==> config.mk <==
export PLATFORM = sky130hd
export DESIGN_NAME = spi_burst_master
export DESIGN_NICKNAME = d
export VERILOG_FILES = /design/src/rtl/spi_burst_master.sv
export SDC_FILE = /design/constraint.sdc
export NUM_CORES = 1
export LEC_CHECK = 0
export CORE_AREA = 5 5 79 81
export CTS_BUF_LIST = sky130_fd_sc_hd__clkbuf_4
export CTS_CLUSTER_DIAMETER = 120
export DETAILED_ROUTE_END_ITERATION = 8
export DIE_AREA = 0 0 84 86
export SLEW_MARGIN = 30
export SYNTH_ARGS = -nofsm -noshare
export SYNTH_HDL_FRONTEND = slang
export SYNTH_SLANG_ARGS = --single-unit
==> constraint.sdc <==
create_clock -name clk -period 4.1 [get_ports clk]
set_input_delay 0.82 -clock clk [delete_from_list [all_inputs] [get_ports clk]]
set_output_delay 0.82 -clock clk [all_outputs]
set_load 0.03 [all_outputs]
==> src/rtl/spi_burst_master.sv <==
`timescale 1ns/1ps
`default_nettype none
// ============================================================================
// Module   : spi_burst_master
// Brief    : Mode-0 MSB-first byte SPI master; CS held low across back-to-back
//            bytes and released after an idle timeout.
// Revision : 1.0 - initial release
// ============================================================================
module spi_burst_master #(
  parameter int CLK_DIV     = 5,
  parameter int CS_SETUP    = 2,
  parameter int CS_IDLE_CYC = 16
) (
  input  logic       clk,
  input  logic       rst_n,
  input  logic [7:0] tx_byte,
  input  logic       tx_start,
  output logic       tx_busy,
  output logic       tx_done,
  output logic [7:0] rx_byte,
  output logic       spi_sck,
  output logic       spi_mosi,
  input  logic       spi_miso,
  output logic       spi_cs_n
);

  localparam int c_MAX_A   = (CLK_DIV > CS_SETUP) ? CLK_DIV : CS_SETUP;
  localparam int c_MAX_CNT = (c_MAX_A > CS_IDLE_CYC) ? c_MAX_A : CS_IDLE_CYC;
  localparam int c_CNT_W   = $clog2(c_MAX_CNT + 1);

  localparam logic [1:0] c_ST_IDLE   = 2'd0;
  localparam logic [1:0] c_ST_SETUP  = 2'd1;
  localparam logic [1:0] c_ST_SHIFT  = 2'd2;
  localparam logic [1:0] c_ST_LINGER = 2'd3;

  logic [1:0]         r_state, w_next_state;
  logic [c_CNT_W-1:0] r_cnt;
  logic [2:0]         r_bit;
  logic [7:0]         r_shift;
  logic [7:0]         r_rx_shift;

  logic w_start_ok, w_setup_end, w_half_end, w_rise, w_fall, w_last_fall, w_linger_exp;
  logic w_cs_n_nxt, w_busy_nxt, w_done_nxt, w_sck_nxt, w_mosi_nxt;

  assign w_start_ok   = tx_start && ((r_state == c_ST_IDLE) || (r_state == c_ST_LINGER));
  assign w_setup_end  = (r_state == c_ST_SETUP) && (r_cnt == c_CNT_W'(CS_SETUP - 1));
  assign w_half_end   = (r_state == c_ST_SHIFT) && (r_cnt == c_CNT_W'(CLK_DIV - 1));
  assign w_rise       = w_half_end && !spi_sck;
  assign w_fall       = w_half_end && spi_sck;
  assign w_last_fall  = w_fall && (r_bit == 3'd7);
  assign w_linger_exp = (r_state == c_ST_LINGER) && (r_cnt == c_CNT_W'(CS_IDLE_CYC));

  always_ff @(posedge clk or negedge rst_n) begin
    if (!rst_n) r_state <= c_ST_IDLE;
    else        r_state <= w_next_state;
  end

  // A start in the LINGER expiry cycle takes priority over releasing CS.
  always_comb begin
    w_next_state = r_state;
    case (r_state)
      c_ST_IDLE:   if (tx_start) w_next_state = c_ST_SETUP;
      c_ST_SETUP:  if (w_setup_end) w_next_state = c_ST_SHIFT;
      c_ST_SHIFT:  if (w_last_fall) w_next_state = c_ST_LINGER;
      c_ST_LINGER: begin
        if (tx_start)          w_next_state = c_ST_SHIFT;
        else if (w_linger_exp) w_next_state = c_ST_IDLE;
      end
      default:     w_next_state = c_ST_IDLE;
    endcase
  end

  always_comb begin
    w_cs_n_nxt = (w_next_state == c_ST_IDLE);
    w_busy_nxt = (w_next_state == c_ST_SETUP) || (w_next_state == c_ST_SHIFT);
    w_done_nxt = w_last_fall;
    w_sck_nxt  = 1'b0;
    if (r_state == c_ST_SHIFT) w_sck_nxt = w_half_end ? ~spi_sck : spi_sck;
    w_mosi_nxt = spi_mosi;
    if (w_start_ok)                 w_mosi_nxt = tx_byte[7];
    else if (w_fall && !w_last_fall) w_mosi_nxt = r_shift[6];
  end

  always_ff @(posedge clk or negedge rst_n) begin
    if (!rst_n) begin
      spi_cs_n   <= 1'b1;
      spi_sck    <= 1'b0;
      spi_mosi   <= 1'b0;
      tx_busy    <= 1'b0;
      tx_done    <= 1'b0;
      rx_byte    <= 8'h00;
      r_cnt      <= '0;
      r_bit      <= 3'd0;
      r_shift    <= 8'h00;
      r_rx_shift <= 8'h00;
    end else begin
      spi_cs_n <= w_cs_n_nxt;
      spi_sck  <= w_sck_nxt;
      spi_mosi <= w_mosi_nxt;
      tx_busy  <= w_busy_nxt;
      tx_done  <= w_done_nxt;

      if (w_start_ok || w_setup_end || w_half_end || w_linger_exp || (r_state == c_ST_IDLE))
        r_cnt <= '0;
      else
        r_cnt <= r_cnt + 1'b1;

      if (w_start_ok) begin
        r_bit   <= 3'd0;
        r_shift <= tx_byte;
      end else if (w_fall) begin
        r_bit   <= r_bit + 3'd1;
        r_shift <= {r_shift[6:0], 1'b0};
      end

      if (w_rise) r_rx_shift[3'd7 - r_bit] <= spi_miso;
      if (w_last_fall) rx_byte <= r_rx_shift;
    end
  end

endmodule
`default_nettype wire

==> qor.txt <==
Status - complete, no violations
Max-slew headroom - 0.380
Fin crit period - 2410 ps
Global placer's final weighted congestion - 0.745
Fin cells - 271
Worst Setup End Kind - output pin
Worst hold margin - 410 ps
Layout cells sized above 1 - 0.171
Synth Area in Simple Gates - 0.213
Syn Area/Cell - 11.4 um2
WL met1 - 1760 um
Clk pin slew, worst setup/hold paths - 130 ps
Die height - 86 um
Post-DP HPWL - 2610 um
Longest Clk Path Bufs - 2
Core region area - 5410 um2
Register area share after synthesis - 0.471
Fin Setup TNS - 0 ps
DR WL/cell - 13.9 um
WL met2 - 1810 um
WL final - 3760 um
Flops & latches, synth - 38
Met3 WL post-DR - 141 um
Cells after synthesis - 178
Worst skew pair latency - 360 ps
Area grow syn2layout - 19.0%
DR iter-0 viols - 87
Cts bufs inserted - 5
Initial Util - 0.374
I/O Buffers - 24
Total of max-cap violations - 0
Global-route wire length before repair - 6460 um
Post-CTS Setup Inserts - 0
Unique cell type count in the Yosys netlist - 47
Synth Area in Adders - 0.0742
Unrepaired setup endpoints after global routing - no
PostCTS Resize Cnt - 0
Cells after DPL - 263
Syn nets - 202
Async S/R FF share, synth - 1.00
CTS tree - built
Layout Nets - 222
Final Cycle Share - 0.588
Uppermost layer routed - met4
Critical Path Fanout Max - 6
Lkg Pwr - 1.03 nW
Post-Synth XOR/XNOR Area - 0.0173
HP Class - input pin to async pin
Vias - 1420
CTS Hold Buffers Added - 0
Fraction of the mapped netlist area in compound gates - 0.0959
Mux share of post-synthesis cell area - 0.0891
Final setup violation count - 0
Buf/Inv on CP - 1
GRT Overall Usage - 0.110
Kind of critical path - flip-flop to output pin
DIE WIDTH - 84 um
Core Rows - 27
Remaining routing DRC violations - 0
Worst setup SP type - flip-flop
Post-synth EDFFs - 0
Critical Path RT - 3280 ps
Max Slew Vio Count - 0
Io pins - 25
Final hold violation count - 0
PwrDens - 506 nW/um2
CP top delay family - buffers and inverters
Peak VDD IR - 0.000272 V
TritonCTS Sinks - 38
Peak per-stage delay on the critical path - 730 ps
ANT nets after route - 0
Die area - 7220 um2
Critical Path AT - 1590 ps
Synthesized area - 2020 um2
Max Freq - 0.415 GHz
Ys Warns - 0
Total power - 1.22 mW
Gr ovfl total - 0
Slowest CP cell - clkdlybuf4s50_1
# H-tree levels - 2
Worst Clk Skew - 18.4 ps
Initial DRT Pass Iterations - 4
Root buffer cell - clkbuf_4
Vias in the first global route - 1329
Initial antenna violation count - 0
Slew @ Worst Pin - 928 ps
Via/cell ratio - 5.24
Setup slack, reg-to-reg - 1850 ps
Combinational family with the most area after synthesis - simple AND/OR/NAND/NOR gates
N_diodes - 0
Synth Flop Type - dfrtp_1
Pin count of the biggest net entering global routing - 39
Worst-path cell chain - clkdlybuf4s50_1
==> cell type report <==
class                   instances  area [um2]
clock inverters                 3        68.8
inverters                       8        30.0
repair buffers                 24         238
fillers                       517        3000
multi-input cells             121         991
flip-flops and latches         38         952
well taps                      72        90.1
clock buffers                   5        37.5
==> report_power, final <==
| part | switching, mW | internal (mW) | total (mW) | leakage [nW] |
|---|---|---|---|---|
| clock | 0.134 | 0.191 | 0.325 | 0.0554 |
| sequential | 0.0478 | 0.449 | 0.497 | 0.498 |
| combinational | 0.227 | 0.170 | 0.397 | 0.473 |
==> kinds of logic after synthesis <==
logic type                 count (synthesis)
DFF                                       38
muxes                                     16
adders and majority gates                 12
buffers and inverters                     19
and+or+nand+nor                           61
AOI/OAI and AO/OA                         28
xor gates and xnor gates                   4
==> cells in the final DEF, fill, tap and decap left out, types with 2 or more instances in the layout <==
cell and instances:
dfrtp_1 37, clkdlybuf4s50_1 23, mux2_2 16, ha_1 12, nand3_1 11, inv_1 8, nand2_1 8, nand4_1 8
nor3_1 6, a21oi_1 6, o211ai_1 6, o21ai_0 5, clkbuf_4 5, nand3b_1 4, nor2_1 3, nor2b_1 3
a211o_1 2, xor2_1 2, xnor2_1 2, nor4_1 2, bufinv_16 2
==> worst reg2reg max path, cell delays in order, from the launching register on <==
cell and delay [ps]:
dfrtp_1 440, inv_1 140, ha_1 340, and4b_1 490, a311oi_1 180, a211o_1 280
ha_1 270
==> final timing paths <==
kind | from | endpoint | cells after the start
hold reg to reg | r_rx_shift[0] | rx_byte[0] | 1
max in group asynchronous | rst_n | spi_cs_n | 1
setup reg to reg | r_state[0] | tx_busy | 6
hold / removal | rst_n | r_rx_shift[2] | 1
min in group clk | r_rx_shift[0] | rx_byte[0] | 1
setup / recovery | spi_sck | spi_sck | 1
==> Yosys cell counts (2+ instances only) <==
library cell | count | area (um2)
ha_1 | 12 | 150
nand3_1 | 11 | 55.1
o21ai_0 | 5 | 25.0
dfrtp_1 | 37 | 926
nor2b_1 | 3 | 18.8
nand2_1 | 8 | 30.0
a211o_1 | 2 | 17.5
clkbuf_1 | 6 | 22.5
o211ai_1 | 6 | 45.0
nand3b_1 | 4 | 30.0
nor4_1 | 2 | 12.5
xnor2_1 | 2 | 17.5
nor3_1 | 6 | 30.0
inv_1 | 8 | 30.0
xor2_1 | 2 | 17.5
nand4_1 | 8 | 50.1
buf_2 | 4 | 20.0
a21oi_1 | 6 | 30.0
nor2_1 | 3 | 11.3
mux2_2 | 16 | 180
==> per-layer routing <==
| layer | up-vias | track usage |
|---|---|---|
| li1 | 693 | - |
| met1 | 699 | 0.147 |
| met2 | 23 | 0.171 |
| met3 | 5 | 0.0346 |
| met4 | 0 | 0.0351 |
| met5 | - | 0 |
==> sequential cells by signal, indices dropped and copies added (netlist names), 2 cells and up <==
signal / flops
r_bit: 3
r_cnt: 5
r_rx_shift: 8
r_shift: 7
r_state: 2
rx_byte: 8
==> per-stage QoR <==
step                setup WS [ps]  area [um2]  utilization
floorplan                    2200        2020            -
global route                 1620        2410        0.445
global placement             1510        2300        0.425
finish                       1690        2410        0.445
detailed placement           1470        2300        0.425
CTS                          1660        2400        0.445
(Power assumes the default switching activity.)
